===== config.mk =====
export PLATFORM = sky130hd
export DESIGN_NAME = contador_pops_flat
export DESIGN_NICKNAME = d
export VERILOG_FILES = /design/src/rtl/contador_pops_pkg.sv /design/src/rtl/contador_pops_if.sv /design/src/rtl/contador_pops_unit.sv /design/src/rtl/contador_pops.sv /design/src/flat_wrapper.sv
export SDC_FILE = /design/constraint.sdc
export NUM_CORES = 1
export LEC_CHECK = 0
export BUFFER_PORTS_ARGS = -buffer_cell sky130_fd_sc_hd__buf_4
export CAP_MARGIN = 40
export CORE_MARGIN = 5
export CORE_UTILIZATION = 45
export CTS_CLUSTER_SIZE = 8
export DETAILED_ROUTE_END_ITERATION = 8
export PLACE_DENSITY_LB_ADDON = 0.05
export SLEW_MARGIN = 10
export SYNTH_ARGS = -nofsm -noshare
export SYNTH_HDL_FRONTEND = slang
export SYNTH_SLANG_ARGS = --single-unit

===== constraint.sdc =====
create_clock -name clk -period 1.15 [get_ports clk]
set_input_delay 0.0575 -clock clk [delete_from_list [all_inputs] [get_ports clk]]
set_output_delay 0.0575 -clock clk [all_outputs]
set_load 0.05 [all_outputs]

===== src/rtl/contador_pops_pkg.sv =====
// contador_pkg: shared state encodings and sizing constants for the pop counter block
package contador_pkg;
   typedef enum logic [3:0] {
      ST_RESET  = 4'b0001,
      ST_INIT   = 4'b0010,
      ST_IDLE   = 4'b0100,
      ST_ACTIVE = 4'b1000
   } state_e;
   localparam int CNT_W_DEF = 5;
   localparam int FIFOS     = 4;
endpackage


===== src/rtl/contador_pops_if.sv =====
// contador_pops_if: counter-read bus between a requester and the pop counter block
interface contador_pops_if #(parameter int CNT_W = 5) ();
   logic             req;
   logic [1:0]       idx;
   logic             valid;
   logic [CNT_W-1:0] data_out;
   modport master (output req, output idx, input valid, input data_out);
   modport slave (input req, input idx, output valid, output data_out);
endinterface


===== src/rtl/contador_pops_unit.sv =====
// contador_unit: one wrapping pop counter with clear priority over increment
module contador_unit import contador_pkg::*; #(
   parameter int CNT_W = CNT_W_DEF
) (
   input  logic             clk,
   input  logic             reset_L,
   input  logic             clr,
   input  logic             inc,
   output logic [CNT_W-1:0] count
);
   logic [CNT_W-1:0] count_q;
   // clear wins over increment; increment wraps naturally at 2^CNT_W
   always_ff @(posedge clk) begin
      if (!reset_L) count_q <= '0;
      else if (clr) count_q <= '0;
      else if (inc) count_q <= count_q + 1'b1;
   end
   assign count = count_q;
endmodule


===== src/rtl/contador_pops.sv =====
// contador_pops: four per-FIFO pop counters with a registered IDLE-only readout
module contador_pops import contador_pkg::*; #(
   parameter int CNT_W = CNT_W_DEF
) (
   input  logic            clk,
   input  logic            reset_L,
   input  logic [3:0]      state,
   input  logic            pop_0,
   input  logic            pop_1,
   input  logic            pop_2,
   input  logic            pop_3,
   input  logic            empty_0,
   input  logic            empty_1,
   input  logic            empty_2,
   input  logic            empty_3,
   contador_pops_if.slave  bus
);
   logic [FIFOS-1:0] pop_eff;
   logic             one_hot;
   logic             clr;
   logic             cnt_en;
   logic [CNT_W-1:0] cnt [FIFOS];
   logic             valid_q, valid_d;
   logic [CNT_W-1:0] data_q, data_d;
   assign pop_eff = {pop_3 & ~empty_3, pop_2 & ~empty_2, pop_1 & ~empty_1, pop_0 & ~empty_0};
   assign one_hot = (state != '0) && ((state & (state - 4'd1)) == '0);
   assign clr     = state == ST_RESET;
   assign cnt_en  = one_hot && !clr;
   for (genvar g = 0; g < FIFOS; g++) begin : g_unit
      contador_unit #(.CNT_W(CNT_W)) u_unit (
         .clk     (clk),
         .reset_L (reset_L),
         .clr     (clr),
         .inc     (pop_eff[g] & cnt_en),
         .count   (cnt[g])
      );
   end
   // read accepted only in IDLE; otherwise data_out holds its last response
   always_comb begin
      valid_d = (state == ST_IDLE) && bus.req;
      data_d  = valid_d ? cnt[bus.idx] : data_q;
   end
   // response register gives the one-cycle read latency
   always_ff @(posedge clk) begin
      if (!reset_L) begin
         valid_q <= 1'b0;
         data_q  <= '0;
      end else begin
         valid_q <= valid_d;
         data_q  <= data_d;
      end
   end
   assign bus.valid    = valid_q;
   assign bus.data_out = data_q;
endmodule


===== src/flat_wrapper.sv =====
// flat-port wrapper written by rule: the top's interface ports become plain ports
module contador_pops_flat import contador_pkg::*;
#(
   parameter int CNT_W = CNT_W_DEF
)
  (clk, reset_L, state, pop_0, pop_1, pop_2, pop_3, empty_0, empty_1, empty_2, empty_3, bus_req, bus_idx, bus_valid, bus_data_out);
  contador_pops_if #(.CNT_W(CNT_W)) bus_i ();
  input  logic clk;
  input  logic reset_L;
  input  logic [3:0] state;
  input  logic pop_0;
  input  logic pop_1;
  input  logic pop_2;
  input  logic pop_3;
  input  logic empty_0;
  input  logic empty_1;
  input  logic empty_2;
  input  logic empty_3;
  input wire logic [$bits(bus_i.req)-1:0] bus_req;
  input wire logic [$bits(bus_i.idx)-1:0] bus_idx;
  output wire logic [$bits(bus_i.valid)-1:0] bus_valid;
  output wire logic [$bits(bus_i.data_out)-1:0] bus_data_out;
  assign bus_i.req = bus_req;
  assign bus_i.idx = bus_idx;
  assign bus_valid = bus_i.valid;
  assign bus_data_out = bus_i.data_out;
  contador_pops #(.CNT_W(CNT_W)) u_core (.clk(clk), .reset_L(reset_L), .state(state), .pop_0(pop_0), .pop_1(pop_1), .pop_2(pop_2), .pop_3(pop_3), .empty_0(empty_0), .empty_1(empty_1), .empty_2(empty_2), .empty_3(empty_3), .bus(bus_i));
endmodule

-- Word-level counts from Yosys, hierarchy flattened
Cells that the tools add are included.
- add/subtract/negate cells: 5
- $lt $le $gt $ge: 1
- equality and inequality tests: 2
- mux-type cells: 3
- bitwise gates (word level): 15
- reductions and logical operators: 7
- operators by type and width (cell ; number):
    5-bit by 1-bit adder with 5-bit output (second input constant) ; 4
    5-bit binary-select mux with 2-bit select ; 1
    5-bit two-way mux ; 2
    1-bit AND ; 8
    1-bit inverter ; 5
    4-bit AND ; 1
    4-bit by 1-bit equality test with 1-bit output (second input constant) ; 1
    4-bit by 3-bit equality test with 1-bit output (second input constant) ; 1
    4-bit logical NOT ; 1
    4-bit nonzero test ; 1
    4-bit by 1-bit subtractor with 4-bit output (second input constant) ; 1
    3-bit greater-or-equal comparator (second input constant) ; 1
    1-bit logical AND ; 3
    2-bit inverter with 3-bit output ; 1
    2-bit OR reduction ; 1
    1-bit logical NOT ; 1
- register bits: 26
- logic and storage cells: 39

-- Logic depth before layout (Yosys ltp)
Gate-level depths: netlist (run 1).
- word-level depth: 6
- depth in mapped cells: 4
- mapped depth without buffers: 4

-- Cells and area by module
From an unflattened synthesis (run 1), not the netlist that was laid out.
- cell total of the unflattened synthesis: 122
- area, all modules: 1338.8 um^2
- modules (own cells, without submodules) (module ; times used ; cells an instance ; area each (um^2) ; sequential area each (um^2)):
    contador_unit ; 4 ; 23 ; 239.0 ; 100.1
    contador_pops ; 1 ; 30 ; 382.9 ; 120.1

-- Worst setup path before layout (run 1)
Ideal clock, no wire load.
- kind: input-to-reg
- from: input port state[1]
- to: register u_core.data_q[0], in the netlist u_core.bus.data_out[0]
- library setup time: 0.117 ns
- data arrival time: 1.118 ns
- data required time: 1.033 ns
- path slack: -0.085 ns
- stages on the path: 4
- buffers on the path: 1
- cell sequence: buf_2 > nor4_2 > mux2i_1 > nor2b_1
- cells in the longest elaborated chain, start to end: 2
- RTL lines (item ; line ; RTL):
    start: declaration ; flat_wrapper.sv:10 ; input logic [3:0] state;
    4-bit by 3-bit equality test with 1-bit output ; contador_pops.sv:40 ; valid_d = (state == ST_IDLE) && bus.req;
    1-bit logical AND ; contador_pops.sv:40 ;
    end signal: assignment ; contador_pops.sv:50 ; data_q <= data_d;
    end: declaration ; contador_pops.sv:24 ; logic [CNT_W-1:0] data_q, data_d;
No other way between the ends.
A chain may end at the register's enable or synchronous reset.

-- Final worst setup path (run 1)
- from: register u_core.g_unit[3].u_unit.count_q[1]
- to: register u_core.data_q[1], in the netlist u_core.bus.data_out[1]
- cells in the longest elaborated chain, start to end: 3
- RTL lines (item ; line ; RTL):
    start: declaration ; contador_pops_unit.sv:11 ; logic [CNT_W-1:0] count_q;
    start signal: assignment ; contador_pops_unit.sv:16 ; else if (inc) count_q <= count_q + 1'b1;
    5-bit binary-select mux with 2-bit select ; contador_pops.sv:41 ; data_d = valid_d ? cnt[bus.idx] : data_q;
    5-bit two-way mux (implied by the code) (2 in a row) ; contador_pops.sv:41 ;
No other way between the ends. The select of a mux whose other input is x is not followed.

==> impl_results.md, run 1 <==
* Cells on worst reg2reg path at 3
* Share of synthesized area occupied by flip-flops and latches at approximately two fifths
* Highest metal used: met4
* Post-detailed-route via-to-cell ratio at 5.52
* Mapped Nets at 145
* Routed WL at 3320 um
* Wire per inst at 16.2 um
* Top area cells in the synthesized netlist: dfxtp_1, mux4_2, mux2i_1
* Category of the critical setup timing path: flip-flop to flip-flop
* Crit Path Max Fanout at 4
* Routed via count at 1,131
* Sum of met3 wire segment lengths after detailed routing at approximately 160 um
* TritonCTS clock tree: yes
* Number of hold violations in the final report at 0
* Ordered list of cells on the worst path: mux4_2 -> mux2i_1 -> nor2b_1
* Clock sink count at 26
* # diodes at 0
* Cell count after synthesis at ~120
* H-tree depth at 1
* Startpoint of the worst-slack reg-to-reg timing path: u_core.g_unit[3].u_unit.count[1]
* Dominant cell by count in the synthesized netlist: dfxtp_1
* Clk root buf: clkbuf_4
* # nets final at ~200
* Count of buffer and inverter cells on the critical path at 0
* Start point of the critical path: u_core.g_unit[3].u_unit.count[1]
* Reg2reg setup slack at -0.04 ns
* Count of routing violations after the opening detailed-route iteration at 20
* Syn_area_per_cell at 10.1 um^2
* Routability-driven placement congestion ratio at 0.770
* Die Area at 0.00395 mm^2
* Top post-synthesis cells by count: dfxtp_1, nor2_1, mux2i_1
* Maximum clock rate at 843 MHz
* Final period utilization at 103%
* Remaining global-route overflow at 0
* Storage element area at 557 um^2
* Clock transition time at the flip-flop clock pins of the worst setup and hold paths at 0.14 ns
* Kind of cell adding the most delay to the critical path: multiplexers
* Share of power burned in registers at 56.9%
* Net Switching at 389 uW
* Crit path arrival time at 1.43 ns
* Max incr delay on CP at 0.51 ns
* Slew Viols, Final at 0
* Worst slew margin relative to its limit at 72.4%
* Power share of the clock group at between 20% and 30%
* Top cell type's share of synthesized area at 41.4%
* Min Clock Period, post-route at 1.19 ns
* Maximum count of clock buffers along a single path at 2
* # setup viols final at 2
* PortBufs at 22
* Remaining design rule violation count at 0
* Cell type with the largest total area after synthesis: dfxtp_1
* Status: finished, violations left
* Clock skew after layout at roughly 0.0029 ns
* Worst-case setup margin in the final layout at -0.0357 ns
* Number of warnings issued by yosys at 0
* Fraction of final layout cells with drive strength greater than 1 at 52.3%
* Half-perimeter wire length after placement at 2470 um
* Inst Count DP at just under 200
* Failing checks: setup timing
* Crit start category: flip-flop
* Proportion of register bits with asynchronous set or reset after synthesis at 0%
* Leakage at around 0.71 nW
* Starting density of the core at 46.4%
* Overall global routing resource usage at between 10% and 20%
* Number of top-level pins at 23
* Chip Height at 62.8 um
* Layout Area Growth over Synthesis at 46.5%
* Termination of the worst setup path: u_core.bus.data_out[1]
* Cell internal pwr at around 1.2 mW
* Maximum number of pins on one net before global-route repair at 16
* Fill cell count at 214
* Required time of the critical path at 1.39 ns
* Area of the multi-input gates at 823 um^2
* Number of placement rows at 19
* Clock network latency to the later pin of the worst-skew pair at 0.33 ns
* Placeable core region at 0.00271 mm^2
* Number of stages on the worst setup path at 3
* Worst-path cell with the longest stage delay: mux4_2
* Post-route total power at 1.59 mW
* Class of the tightest hold or removal check: input port to flip-flop
* Wire length on met1 at 1430 um
* Net switching fraction of the power at between 20% and 30%
* First-pass GRT wire length at 5640 um
* Flip-flop and latch count after synthesis at 26
* Count of antenna-violating nets left after detailed routing at 0
* Vias in the first global route at about 1,200
* Die Wd at about 63 um
* Number of buffers inserted during clock tree synthesis at 3
* Kind of end point of the critical path: flip-flop
* Power density of the placed cells at slightly below 900 mW/mm^2
* Endpoint of the worst-slack reg-to-reg timing path: u_core.bus.data_out[1]
* Mapped cell area at 0.00126 mm^2
* Layout Cells excl Fill at 205
* Initial antenna violation count at 0
* Post-synth top flop: dfxtp_1
* Met2 wirelength from detailed routing at 1670 um
* Post-synth EDFFs at 0
* Number of max-capacitance violations reported at 0
* Gate power share at 13.4%
* VDD IR max at approximately 0.80 mV
* Slew @ Worst Pin at 0.412 ns
* Pre-antenna DRT Iters at 4
* Number of library cell types mapped by synthesis at 23
* Unrepaired setup endpoints after global routing: yes
registers in the layout (all words and copies together), names as in the netlist:
| name | flops |
|---|---|
| u_core.bus.data_out | 5 |
| u_core.bus.valid | 1 |
| u_core.g_unit.u_unit.count | 20 |
worst register-to-register path, stage by stage (launching register included):
cell and delay [ns]:
dfxtp_2 0.37, mux4_2 0.51, mux2i_1 0.16, nor2b_1 0.06
worst min-delay path by stage:
stage	end	start	slack [ns]	depth (start not counted)
2_1_floorplan	u_core.bus.valid	reset_L	0.18	1
3_3_place_gp	u_core.bus.valid	reset_L	0.32	2
3_5_place_dp	u_core.bus.valid	reset_L	0.32	2
4_1_cts	u_core.g_unit[1].u_unit.count[4]	empty_1	0.12	5
5_1_grt	u_core.g_unit[1].u_unit.count[4]	empty_1	0.15	5
6_report	u_core.g_unit[1].u_unit.count[4]	empty_1	0.13	5
power groups by stage:
stage / registers, mW / clock network, mW / logic [mW]
finish: 0.907 / 0.472 / 0.213
global route: 0.909 / 0.525 / 0.231
CTS: 0.911 / 0.487 / 0.210
detailed placement: 0.934 / 0 / 0.203
global placement: 0.934 / 0 / 0.199
floorplan: 0.934 / 0 / 0.0797
cells in the final DEF, fill, tap and decap left out:
cell type	count
and2_1	1
a21oi_2	3
nor3b_1	4
inv_1	1
a21oi_1	5
buf_6	1
nor4_4	1
clkbuf_8	1
mux4_2	5
xor2_1	8
nand3_2	2
nor2b_1	5
xor2_2	1
o21ai_0	7
dfxtp_1	9
buf_4	48
o21ai_1	1
o2111ai_1	3
or3_1	6
clkbuf_4	3
o2111ai_2	1
nand2_1	2
o211ai_1	4
mux2i_1	9
nand3_1	5
nor2_1	12
o21ai_2	1
ha_4	4
o41ai_2	1
or3_4	2
dfxtp_4	6
dfxtp_2	11
dlygate4sd3_1	1
per-layer routing:
layer / vias up / global-route usage [%]
met3: 7 / 4.50
met1: 538 / 21.5
met4: 0 / 6.37
met2: 24 / 29.9
met5: - / 0
li1: 562 / -
metrics by stage:
stage               setup TNS, ns  hold WS [ns]  setup WS, ns  cell area (um^2)  utilization [%]
floorplan                       0         0.179        0.0229              1280                -
global placement            -2.14         0.322        -0.188              1670             61.6
detailed placement          -2.58         0.323        -0.228              1670             61.6
CTS                        -0.112         0.120       -0.0358              1760             65.0
global route               -0.294         0.147       -0.0685              1840             67.9
finish                    -0.0697         0.125       -0.0357              1840             67.9
kinds of logic (layout without fill, tap and decap cells):
family,count (synthesis),count (layout),synth area share (%)
buf+inv,5,55,1.59
flops,26,26,41.4
simple gates,40,40,17.3
fa+ha+maj,4,4,3.98
mux,14,14,16.1
compound gates,26,26,12.6
xor+xnor,9,9,6.87
cell type report:
class / instances / share of cell area, %
multi-input cells: 93 / 44.7
flip-flops and latches: 26 / 30.3
repair buffers: 50 / 20.7
well taps: 31 / 2.11
clock buffers: 4 / 1.97
inverters: 1 / 0.204
what timing repair did:
action,4_1_cts,5_1_grt
pin swaps,2,5
setup endpoints to repair,7,12
hold buffers,1,0
hold endpoints to repair,6,0
gates resized for setup,12,25
setup buffers,1,0
Note: power is estimated with default switching activity, not from simulation.
==> run 2: changes to the inputs <==
Settings changed: CTS_BUF_LIST from default to sky130_fd_sc_hd__clkbuf_8.
==> run 2 against run 1 <==
Effect of this change:
- the run still ends with setup timing left
- worst setup slack better by 0.013 ns
- critical path depth is the same
- hold slack lost 0.084 ns
- largest cell class unchanged
- core utilization is 0.32 points lower
- sequential share of layout area fell by 0.61 points
- clock skew about the same
==> impl_results.md, run 2 (same netlist as run 1, synthesis figures left out) <==
* Most frequent standard cell in the layout excluding fill and tap cells: buf_4
* Routed via count at 1,162
* Routed WL at 3350 um
* Category of the critical setup timing path: flip-flop to flip-flop
* Final core utilization at 67.6%
* Fraction of final layout cells with drive strength greater than 1 at 52.3%
* Die Wd at 62.8 um
* Reg2reg setup slack at -0.02 ns
* Maximum number of pins on one net before global-route repair at 16
* Wire per inst at 16.2 um
* Layout Cells excl Fill at 207
* Count of routing violations after the opening detailed-route iteration at 22
* Maximum count of clock buffers along a single path at 2
* Met1 track demand over resource at a little over a fifth
* Source of the worst hold timing path: reset_L
* Power density of the placed cells at 939 mW/mm^2
* Die Area at 0.00395 mm^2
* Status: finished, violations left
* Starting density of the core at 46.4%
* Placeable core region at between 0.002 and 0.003 mm^2
* Routability-driven placement congestion ratio at a little under 0.8
* Met2 track demand over resource in global routing at 28.9%
* Half-perimeter wire length after placement at 2470 um
* Startpoint of the worst-slack reg-to-reg timing path: u_core.g_unit[3].u_unit.count[1]
* Number of hold violations in the final report at 0
* Unrepaired setup endpoints after global routing: yes
* Maximum clock rate at 853 MHz
* Storage element area at 543 um^2
* Minimum setup slack after placement at -0.228 ns
* Vias in the first global route at 1,225
* Number of flip-flops under the largest register name at 20
* # nets final at 198
* TritonCTS clock tree: yes
* Number of buffers inserted during clock tree synthesis at 3
* Clock skew after layout at about 0.0033 ns
* VDD IR max at 0.842 mV
* # setup viols final at 3
* Met3 Use GR at 5.22%
* Crit Path Max Fanout at 3
* Failing checks: setup timing
* H-tree depth at 1
* Area of the multi-input gates at 801 um^2
* Remaining global-route overflow at 0
* Kind of end point of the critical path: flip-flop
* Min Clock Period, post-route at 1.17 ns
* Number of max-capacitance violations reported at 0
* Required time of the critical path at 1.32 ns
* Endpoint of the worst-slack reg-to-reg timing path: u_core.bus.data_out[1]
* Worst slew margin relative to its limit at 71.9%
* Leakage at 0.732 nW
* Post-detailed-route via-to-cell ratio at roughly 5.6
* Clk root buf: clkbuf_8
* Number of instances on the worst hold path at 2
* Overall global routing resource usage at between 15 and 20%
* Number of top-level pins at 23
* Layout Area Growth over Synthesis at 45.8%
* Clock network latency to the later pin of the worst-skew pair at roughly 0.27 ns
* Fill cell count at 221
* Inst Count DP at 199
* Post-route total power at 1.72 mW
* Cells on worst reg2reg path at 3
* Commonest cells after routing, fill and taps aside: buf_4, nor2_1, dfxtp_1, dfxtp_2, mux2i_1
* # diodes at 0
* Number of buffers inserted for hold repair after clock tree synthesis at 0
* Hold Crit Endpoint: u_core.bus.valid
* Layer with the highest usage: met2
* Chip Height at around 63 um
* Number of placement rows at 19
* Initial antenna violation count at 0
* Pre-antenna DRT Iters at 4
* Count of antenna-violating nets left after detailed routing at 0
* Remaining design rule violation count at 0
* PortBufs at 22
* First-pass GRT wire length at 5600 um
* Worst-case setup margin in the final layout at -0.0222 ns
* Clock sink count at 26
* Class of the tightest hold or removal check: input port to flip-flop
* Clock transition time at the flip-flop clock pins of the worst setup and hold paths at about 0.090 ns
* Slew Viols, Final at 0
* Slew @ Worst Pin at 0.420 ns
* Crit path arrival time at 1.34 ns
* Final period utilization at 102%
* Worst Hold Margin at approximately 0.041 ns
* Crit start category: flip-flop
[run 2: cell type report]
class	count	area share [%]
multi-input cells	93	43.7
flip-flops and latches	26	29.6
repair buffers	52	21.3
clock buffers	4	3.01
well taps	31	2.12
inverters	1	0.205
[run 2: per-layer routing]
| layer | share of wire (%) | up-vias |
|---|---|---|
| met3 | 5.6 | 9 |
| met2 | 49 | 34 |
| met5 | 0 | - |
| met4 | 2.5 | 0 |
| li1 | - | 563 |
| met1 | 43 | 556 |
[run 2: where the power goes]
part / switching [mW] / internal [mW] / leakage, nW
Combinational: 0.104 / 0.114 / 0.486
Sequential: 0.00691 / 0.904 / 0.217
Clock: 0.285 / 0.306 / 0.0288
[run 2: how the worst max path moves through the flow]
| stage | slack, ns | startpoint | end |
|---|---|---|---|
| 2_1_floorplan | 0.02 | state[3] | u_core.g_unit[0].u_unit.count[3] |
| 3_3_place_gp | -0.19 | state[3] | u_core.g_unit[1].u_unit.count[4] |
| 3_5_place_dp | -0.23 | state[3] | u_core.g_unit[1].u_unit.count[4] |
| 4_1_cts | -0.03 | u_core.g_unit[3].u_unit.count[0] | u_core.g_unit[3].u_unit.count[4] |
| 5_1_grt | -0.06 | u_core.g_unit[1].u_unit.count[0] | u_core.g_unit[1].u_unit.count[4] |
| 6_report | -0.02 | u_core.g_unit[3].u_unit.count[1] | u_core.bus.data_out[1] |
[run 2: metrics by stage]
stage | setup TNS, ns | area [um^2]
2_1_floorplan | 0 | 1280
3_3_place_gp | -2.14 | 1670
3_5_place_dp | -2.58 | 1670
4_1_cts | -0.0623 | 1760
5_1_grt | -0.365 | 1830
6_report | -0.0452 | 1830
[run 2: timing repair]
action,CTS,global route
setup buffers,3,1
gates resized for setup,6,21
setup endpoints to repair,7,14
pin swaps,1,4
[run 2: critical path, cell delays in order, from the launching register on]
cell and delay (ns):
dfxtp_2 0.34, mux4_2 0.51, mux2i_1 0.16, nor2b_1 0.06
